<file path="src/rtl/weight_ctrl_pkg.sv">
// Shared types and sizing helpers for the weight load/compute sequencer.
package weight_ctrl_pkg;

  localparam int unsigned MAX_MEM_LAT = 4;

  typedef enum logic [2:0] {
    ST_IDLE,
    ST_LOAD,
    ST_DRAIN,
    ST_LOADED,
    ST_RUN
  } wctl_state_t;

  // Columns per bank: how many column groups of width P cover N columns.
  function automatic int unsigned cpb(input int unsigned n, input int unsigned p);
    return (n + p - 1) / p;
  endfunction

  function automatic int unsigned bank_aw(input int unsigned n, input int unsigned p);
    return (n * cpb(n, p) > 1) ? $clog2(n * cpb(n, p)) : 1;
  endfunction

endpackage

</file>
<file path="src/rtl/weight_load_ctrl_tag_delay.sv">
// Fixed-depth shift register that carries a request tag until its memory data returns.
module tag_delay #(
  parameter int unsigned WIDTH = 8,
  parameter int unsigned DEPTH = 1
) (
  input  logic             clk_i,
  input  logic             rst_i,
  input  logic [WIDTH-1:0] tag_i,
  output logic [WIDTH-1:0] tag_o
);

  logic [WIDTH-1:0] pipe_q [DEPTH];

  always_ff @(posedge clk_i) begin
    if (rst_i) begin
      for (int unsigned i = 0; i < DEPTH; i++) pipe_q[i] <= '0;
    end else begin
      pipe_q[0] <= tag_i;
      for (int unsigned i = 1; i < DEPTH; i++) pipe_q[i] <= pipe_q[i-1];
    end
  end

  assign tag_o = pipe_q[DEPTH-1];

endmodule

</file>
<file path="src/rtl/weight_load_ctrl.sv">
// Loads an N x N weight matrix from main memory into P column-interleaved banks,
// then sweeps the bank read port once per start request.
module weight_load_ctrl
  import weight_ctrl_pkg::*;
#(
  parameter  int unsigned FEATURE_BITS = 4,
  parameter  int unsigned N_FEATURES   = 9,
  parameter  int unsigned ELEMENT_BITS = 8,
  parameter  int unsigned P            = 4,
  parameter  int unsigned MEM_LAT      = 1,
  localparam int unsigned BANK_AW      = bank_aw(N_FEATURES, P),
  localparam int unsigned BANK_BW      = (P > 1) ? $clog2(P) : 1
) (
  input  logic                      sys_clk,
  input  logic                      reset,
  input  logic                      load,
  input  logic                      start,
  input  logic [ELEMENT_BITS-1:0]   main_mem_data,
  output logic [2*FEATURE_BITS-1:0] main_mem_address,
  output logic                      main_mem_cs_out,
  output logic                      main_mem_oe_out,
  output logic                      wr_en,
  output logic [BANK_BW-1:0]        wr_bank,
  output logic [BANK_AW-1:0]        wr_addr,
  output logic [ELEMENT_BITS-1:0]   wr_data,
  output logic                      rd_en,
  output logic [BANK_AW-1:0]        rd_addr,
  output logic                      pe_valid,
  output logic                      load_done,
  output logic                      compute_done,
  output logic                      busy
);

  localparam int unsigned CPB   = cpb(N_FEATURES, P);
  localparam int unsigned TAG_W = 1 + BANK_BW + BANK_AW;

  localparam logic [FEATURE_BITS-1:0] LAST_IDX      = FEATURE_BITS'(N_FEATURES - 1);
  localparam logic [BANK_BW-1:0]      LAST_BANK     = BANK_BW'(P - 1);
  localparam logic [BANK_BW-1:0]      FINAL_WR_BANK = BANK_BW'((N_FEATURES - 1) % P);
  localparam logic [BANK_AW-1:0]      FINAL_WR_ADDR = BANK_AW'((N_FEATURES - 1) * CPB + (N_FEATURES - 1) / P);
  localparam logic [BANK_AW-1:0]      LAST_RD_ADDR  = BANK_AW'(N_FEATURES * CPB - 1);
  localparam logic [BANK_AW-1:0]      CPB_STEP      = BANK_AW'(CPB);

  wctl_state_t state_q, state_d;
  logic [FEATURE_BITS-1:0] row_q, row_d, col_q, col_d;
  logic [BANK_BW-1:0]      bank_q, bank_d;
  logic [BANK_AW-1:0]      grp_q, grp_d, rbase_q, rbase_d, rcnt_q, rcnt_d;
  logic                    cs, rd_en_c, load_done_d, last_wr;
  logic [TAG_W-1:0]        tag_in, tag_out;

  logic                    wr_en_q, pe_valid_q, load_done_q, compute_done_q;
  logic [BANK_BW-1:0]      wr_bank_q;
  logic [BANK_AW-1:0]      wr_addr_q;
  logic [ELEMENT_BITS-1:0] wr_data_q;

  assign last_wr = wr_en_q && (wr_bank_q == FINAL_WR_BANK) && (wr_addr_q == FINAL_WR_ADDR);

  always_comb begin
    state_d     = state_q;
    row_d       = row_q;
    col_d       = col_q;
    bank_d      = bank_q;
    grp_d       = grp_q;
    rbase_d     = rbase_q;
    rcnt_d      = rcnt_q;
    cs          = 1'b0;
    rd_en_c     = 1'b0;
    load_done_d = 1'b0;
    unique case (state_q)
      ST_IDLE: if (load) state_d = ST_LOAD;
      ST_LOAD: begin
        cs = 1'b1;
        // Bank and group track col mod P and col / P without a divider.
        if (col_q == LAST_IDX) begin
          col_d   = '0;
          bank_d  = '0;
          grp_d   = '0;
          row_d   = row_q + 1'b1;
          rbase_d = rbase_q + CPB_STEP;
          if (row_q == LAST_IDX) begin
            row_d   = '0;
            rbase_d = '0;
            state_d = ST_DRAIN;
          end
        end else begin
          col_d = col_q + 1'b1;
          if (bank_q == LAST_BANK) begin
            bank_d = '0;
            grp_d  = grp_q + 1'b1;
          end else begin
            bank_d = bank_q + 1'b1;
          end
        end
      end
      ST_DRAIN: begin
        if (last_wr) begin
          state_d     = ST_LOADED;
          load_done_d = 1'b1;
        end
      end
      ST_LOADED: begin
        if (load)       state_d = ST_LOAD;
        else if (start) state_d = ST_RUN;
      end
      ST_RUN: begin
        rd_en_c = 1'b1;
        if (rcnt_q == LAST_RD_ADDR) begin
          rcnt_d  = '0;
          state_d = ST_LOADED;
        end else begin
          rcnt_d = rcnt_q + 1'b1;
        end
      end
      default: state_d = ST_IDLE;
    endcase
  end

  always_ff @(posedge sys_clk) begin
    if (reset) begin
      state_q <= ST_IDLE;
      row_q   <= '0;
      col_q   <= '0;
      bank_q  <= '0;
      grp_q   <= '0;
      rbase_q <= '0;
      rcnt_q  <= '0;
    end else begin
      state_q <= state_d;
      row_q   <= row_d;
      col_q   <= col_d;
      bank_q  <= bank_d;
      grp_q   <= grp_d;
      rbase_q <= rbase_d;
      rcnt_q  <= rcnt_d;
    end
  end

  assign tag_in = {cs, bank_q, rbase_q + grp_q};

  tag_delay #(
    .WIDTH (TAG_W),
    .DEPTH (MEM_LAT)
  ) u_tag_delay (
    .clk_i (sys_clk),
    .rst_i (reset),
    .tag_i (tag_in),
    .tag_o (tag_out)
  );

  always_ff @(posedge sys_clk) begin
    if (reset) begin
      wr_en_q        <= 1'b0;
      wr_bank_q      <= '0;
      wr_addr_q      <= '0;
      wr_data_q      <= '0;
      pe_valid_q     <= 1'b0;
      load_done_q    <= 1'b0;
      compute_done_q <= 1'b0;
    end else begin
      wr_en_q <= tag_out[TAG_W-1];
      if (tag_out[TAG_W-1]) begin
        wr_bank_q <= tag_out[BANK_AW +: BANK_BW];
        wr_addr_q <= tag_out[BANK_AW-1:0];
        wr_data_q <= main_mem_data;
      end
      pe_valid_q     <= rd_en_c;
      load_done_q    <= load_done_d;
      compute_done_q <= rd_en_c && (rcnt_q == LAST_RD_ADDR);
    end
  end

  assign main_mem_address = {row_q, col_q};
  assign main_mem_cs_out  = cs;
  assign main_mem_oe_out  = cs;
  assign wr_en            = wr_en_q;
  assign wr_bank          = wr_bank_q;
  assign wr_addr          = wr_addr_q;
  assign wr_data          = wr_data_q;
  assign rd_en            = rd_en_c;
  assign rd_addr          = rcnt_q;
  assign pe_valid         = pe_valid_q;
  assign load_done        = load_done_q;
  assign compute_done     = compute_done_q;
  assign busy             = (state_q == ST_LOAD) || (state_q == ST_DRAIN) || (state_q == ST_RUN);

endmodule

</file>
<file path="config.mk">
export PLATFORM = sky130hd
export DESIGN_NAME = weight_load_ctrl
export DESIGN_NICKNAME = d
export VERILOG_FILES = /design/src/rtl/weight_ctrl_pkg.sv /design/src/rtl/weight_load_ctrl_tag_delay.sv /design/src/rtl/weight_load_ctrl.sv
export SDC_FILE = /design/constraint.sdc
export NUM_CORES = 1
export LEC_CHECK = 0
export ABC_AREA = 0
export CORE_UTILIZATION = 40
export CTS_CLUSTER_DIAMETER = 40
export CTS_CLUSTER_SIZE = 28
export DETAILED_ROUTE_END_ITERATION = 10
export SLEW_MARGIN = 10
export SYNTH_ARGS = -nofsm -noshare
export SYNTH_HDL_FRONTEND = slang
export SYNTH_SLANG_ARGS = --single-unit
</file>
<file path="constraint.sdc">
create_clock -name sys_clk -period 2.36 [get_ports sys_clk]
set_input_delay 0.472 -clock sys_clk [delete_from_list [all_inputs] [get_ports sys_clk]]
set_output_delay 0.472 -clock sys_clk [all_outputs]
set_load 0.005 [all_outputs]
</file>
# Word-level counts from Yosys, hierarchy flattened
# Memory sizes are Yosys's and may differ from the RTL's.
# Cells that the tools add are included.
# totals
ff_bits	47
mem_bits_rw	8
input_bits	12
output_inout_bits	36
word_cells	75
n_memories	1
# op_classes
addsub	7
n_eq_ne	15
mux	24
bitwise	1
reduce_logical	13
# memory_table
memory	words	word_bits	read_ports	rd_ports_with_merged_regs	write_ports	line	text
u_tag_delay.pipe_q	1	8	1	0	1	weight_load_ctrl_tag_delay.sv:12	logic [WIDTH-1:0] pipe_q [DEPTH];
# ops
op	count
$mux W3	7
$mux W5	4
$pmux W3 S5	1
$add A5 B1 Y5 const B	2
$eq A5 B5 Y1 const B	2
$ne A2 B2 Y1 const B	5
$add A4 B1 Y4 const B	2
$eq A4 B4 Y1 const B	2
$mux W4	2
$mux W8	1
$reduce_or A8 Y1	1
$mux W1	7
$eq A3 B2 Y1 const B	2
$reduce_and A6 Y1	1
$add A5 B2 Y5 const B	1
$add A5 B5 Y5	1
$mux W2	2
$reduce_and A2 Y1	2
$eq A3 B1 Y1 const B	1
$eq A3 B3 Y1 const B	1
$logic_and A1 B1 Y1	3
$logic_not A3 Y1	1
$ne A3 B3 Y1 const B	1
$add A2 B1 Y2 const B	1
6 further kinds	7

# Logic depth before layout (Yosys ltp)
# depth
ltp_word	5
mapped_depth	8
depth_no_buf	7

# Modules after synthesis
# A second synthesis with hierarchy kept.
# unflattened
hier_cells	261
area_unflattened_um2	2459.9
# by_module_without_submodules
module	instances	cells_per_inst	area_each_um2	seq_area_each_um2
weight_load_ctrl	1	245	2249.7	940.9
tag_delay	1	16	210.2	160.2

# Worst setup path before layout
# No wires, ideal clock.
# synth_path
path_kind	register to register
from	register col_q[0]
to	register grp_q[2]
setup_time_ns	0.071
arrival_ns	1.697
required_time_ns	2.289
slack_ns	0.592
path_stages_with_launch	7
n_path_buf	1
synth_period_minus_slack_ns	1.768
path_cell_list	dfxtp_1 -> inv_1 -> ha_1 -> and3b_2 -> clkbuf_1 -> or4b_1 -> a21oi_1
# synth_between
elab_chain_cells	3
elab_cells_between_ends	4
cone_classes	1 x eq/ne; 1 x mux; 2 x reduce/logical
# synth_lines
item	line	text
start: declaration	weight_load_ctrl.sv:45	logic [FEATURE_BITS-1:0] row_q, row_d, col_q, col_d;
start signal: assignment	weight_load_ctrl.sv:130	col_q <= col_d;
$eq A4 B4 Y1 *	weight_load_ctrl.sv:74	if (col_q == LAST_IDX) begin
$reduce_bool A2 Y1 (no line)	n/a	
$reduce_and A2 Y1 (no line)	n/a	
end signal: assignment	weight_load_ctrl.sv:132	grp_q <= grp_d;
end: declaration	weight_load_ctrl.sv:47	logic [BANK_AW-1:0] grp_q, grp_d, rbase_q, rbase_d, rcnt_q, rcnt_d;
# Every way passes the cells marked *; elsewhere a longest branch is shown, timed or not.
# A chain may end at the register's enable or synchronous reset.

# Final worst setup path
# layout_path
from	register state_q[2]
to	output port main_mem_cs_out
# layout_between
elab_chain_cells	2
# layout_lines
item	line	text
start: declaration	weight_load_ctrl.sv:44	wctl_state_t state_q, state_d;
start signal: assignment	weight_load_ctrl.sv:128	state_q <= state_d;
$eq A3 B1 Y1	weight_load_ctrl.sv:69	unique case (state_q)
$mux W1	weight_load_ctrl.sv:69	
end: declaration	weight_load_ctrl.sv:20	output logic main_mem_cs_out,
# No other way between the ends.

==> impl_metrics.env <==
export IMPL_initialDrtViolationCount=81
export IMPL_gp_congestion=0.767
export IMPL_cp_data_required_time_ps=1890
export IMPL_path_buf_inv=2
export IMPL_syn_to_final_growth_pct=25.6
export IMPL_start_kind="flop"
export IMPL_cts_tree="built"
export IMPL_synth_top_area_share_pct=45.4
export IMPL_layout_common_cells="dfxtp_1 (54), clkdlybuf4s50_1 (47), nor2_1 (39)"
export IMPL_dp_cells=369
export IMPL_timing_worst_setup_path_type="reg -> out"
export IMPL_htreeDepth=2
export IMPL_powerDensity_nw_per_um2=710
export IMPL_totalWireLength_mm=4.50
export IMPL_fp_dieW_um=79.8
export IMPL_numCtsBuffers=5
export IMPL_yosysTopAreaCell="dfxtp_1"
export IMPL_finalNetCount=330
export IMPL_overflow=0
export IMPL_crit_arrival_ps=1790
export IMPL_grt_pass1_vias=1605
export IMPL_cts_root_buf="clkbuf_8"
export IMPL_vias=1858
export IMPL_drc_errors=0
export IMPL_core_rowCount=27
export IMPL_finalPower_mw=2.16
export IMPL_postRouteAntennaNets=0
export IMPL_hold_path_class="reg -> reg"
export IMPL_final_instance_count_excl_fill=377
export IMPL_grt_pass1_wl_mm=7.42
export IMPL_die_area_um2=6370
export IMPL_ios=48
export IMPL_ir_drop_uv=432
export IMPL_post_cts_buffers=0
export IMPL_n_antenna_cell=0
export IMPL_cap_violations=0
export IMPL_final_setup_viol_count=0
export IMPL_hold_viol_final=0
export IMPL_crit_path_max_incr_delay_ps=510
export IMPL_drt_pass1_iter_count=4
export IMPL_grt_usage_pct=14.7
export IMPL_netlist_area_um2=2420
export IMPL_fin_tns_setup_ps=0
export IMPL_path_clk_slew_ps=100
export IMPL_insertion_delay_ps=300
export IMPL_initial_core_util_pct=42.7
export IMPL_crit_fanout=12
export IMPL_crit_chain="or3b_1, clkinv_4, clkdlybuf4s50_1"
export IMPL_coreArea_um2=5680
export IMPL_clock_sinks=55
export IMPL_fmax_mhz=442
export IMPL_clock_path_buffers=2
export IMPL_holdWs_ps=474
export IMPL_worst_slew_pin_slew_ps=414
export IMPL_period_needed_ps=2260
export IMPL_grt_max_degree=49
export IMPL_holdBufCountCts=0
export IMPL_avgSynthCellArea_um2=9.32
export IMPL_final_layout_size_suffix_gt1_share_pct=6.89
export IMPL_routedWlPerCell_um=11.9
export IMPL_port_buffers=47
export IMPL_grt_antenna_before_repair=0
export IMPL_maxSlewHeadroom_pct=72.0
export IMPL_outcome="completed"
export IMPL_total_leakage_power_nw=1.11
export IMPL_period_share_pct=95.8
export IMPL_crit_family="buffers and inverters"
export IMPL_final_common_cell="dfxtp_1"
export IMPL_netlist_top_cells_area="dfxtp_1 (45%), ha_1 (6.7%), mux2i_1 (6.6%)"
export IMPL_grt_setup_unrepaired="no"
export IMPL_dpl_hpwl_mm=3.15
export IMPL_ys_seq_area_share_pct=45.4
export IMPL_synth_cell_type_count=49
export IMPL_ys_ff_latch=55
export IMPL_clock_skew_ps=7.38
export IMPL_via_per_inst=4.93
export IMPL_crit_path_end_kind="output port"
export IMPL_yosysWarnings=0
export IMPL_synth_nets=286
export IMPL_report_final_slew_viol_count=0
export IMPL_slowest_stage="clkdlybuf4s50_1"
export IMPL_synthCells=260
export IMPL_die_y_um=79.8
sequential cells by signal (all words and copies together) (netlist names):
register / flops
pe_valid: 1
rd_addr: 5
wr_en: 1
wr_addr: 5
col_q: 4
bank_q: 2
wr_data: 8
grp_q: 5
load_done: 1
u_tag_delay.pipe_q: 8
row_q: 4
wr_bank: 2
compute_done: 1
state_q: 3
rbase_q: 5
synth_stat cells, drive strengths merged:
cell type and count:
a31o 1, buf 6, nor2 39, nor4 6, or4bb 1, o21ai 5, dfxtp 55, a22oi 1
clkbuf 7, or3b 2, fa 1, nand2 17, nor2b 6, or3 2, and3b 2, xor2 9
nor3 6, mux2i 16, nor4b 2, nand3 4, mux2 1, a32oi 1, clkinv 2, nor4bb 2
or2b 1, a21oi 19, and2 2, a221o 1, nand3b 2, nand2b 1, o21bai 1, or2 2
nand4b 2, a21o 1, or4b 1, inv 10, ha 13, o2111ai 2, nand4 3, o21a 1
xnor2 4
worst reg2reg max path: cells and delay by family, from the launching register on:
kind	cells	cell delay (ps)
AO/OA/AOI/OAI	2	250
adder cells (fa/ha/maj)	1	170
buffers and inverters	1	90
AND/OR/NAND/NOR	2	830
flip-flops	1	360
final cells by class:
type / instances / area, um2
Fill cell: 547 / 2630
Multi-Input combinational cell: 180 / 1210
Sequential cell: 55 / 1100
Timing Repair Buffer: 50 / 505
Tap cell: 72 / 90.1
Clock buffer: 6 / 72.6
Inverter: 12 / 50.0
Clock inverter: 2 / 16.3
power by group:
part	leakage [nW]	total (mW)	internal [mW]	switching (mW)
Combinational	0.624	0.581	0.303	0.279
Clock	0.0418	0.521	0.214	0.307
Sequential	0.445	1.06	0.997	0.0621
timing repair:
item	CTS	global route
gates resized for setup	1	3
pin swaps	0	0
setup endpoints to repair	2	3
hold endpoints to repair	0	0
per-layer routing:
metal | vias to the layer above | GRT usage, % | wire (um)
met5 | - | 0 | 0
met4 | 0 | 4.64 | 38
met3 | 5 | 4.11 | 223
met2 | 31 | 23.6 | 1990
met1 | 845 | 19.1 | 2250
li1 | 977 | - | -
kinds of logic (layout without fill, tap and decap cells):
logic type	Yosys count	count (layout)	synth area share, %
simple gates	103	103	22.3
xor+xnor	13	13	4.70
compound gates	33	33	8.21
fa+ha+maj	14	14	7.54
buf+inv	25	70	4.75
flops	55	55	45.4
mux	17	17	7.07
path summary, 6_finish.rpt:
check / start / to / slack, ps / cells after the start
worst max-delay path: state_q[2] / main_mem_cs_out / 100 / 3
worst min-delay path: u_tag_delay.pipe_q[0][0] / wr_addr[0] / 470 / 2
worst max register to register: col_q[0] / grp_q[2] / 620 / 6
worst min register to register: u_tag_delay.pipe_q[0][0] / wr_addr[0] / 470 / 2
through the flow:
stage / setup slack [ps] / cell area [um2] / utilization, %
final: 99.0 / 3040 / 53.6
after global routing: 22.5 / 3040 / 53.6
after CTS: 41.1 / 3040 / 53.6
after detailed placement: 345 / 2950 / 52.0
after global placement: 338 / 2950 / 52.0
after floorplan: 592 / 2420 / -
Power figures use the tool's default switching activity.
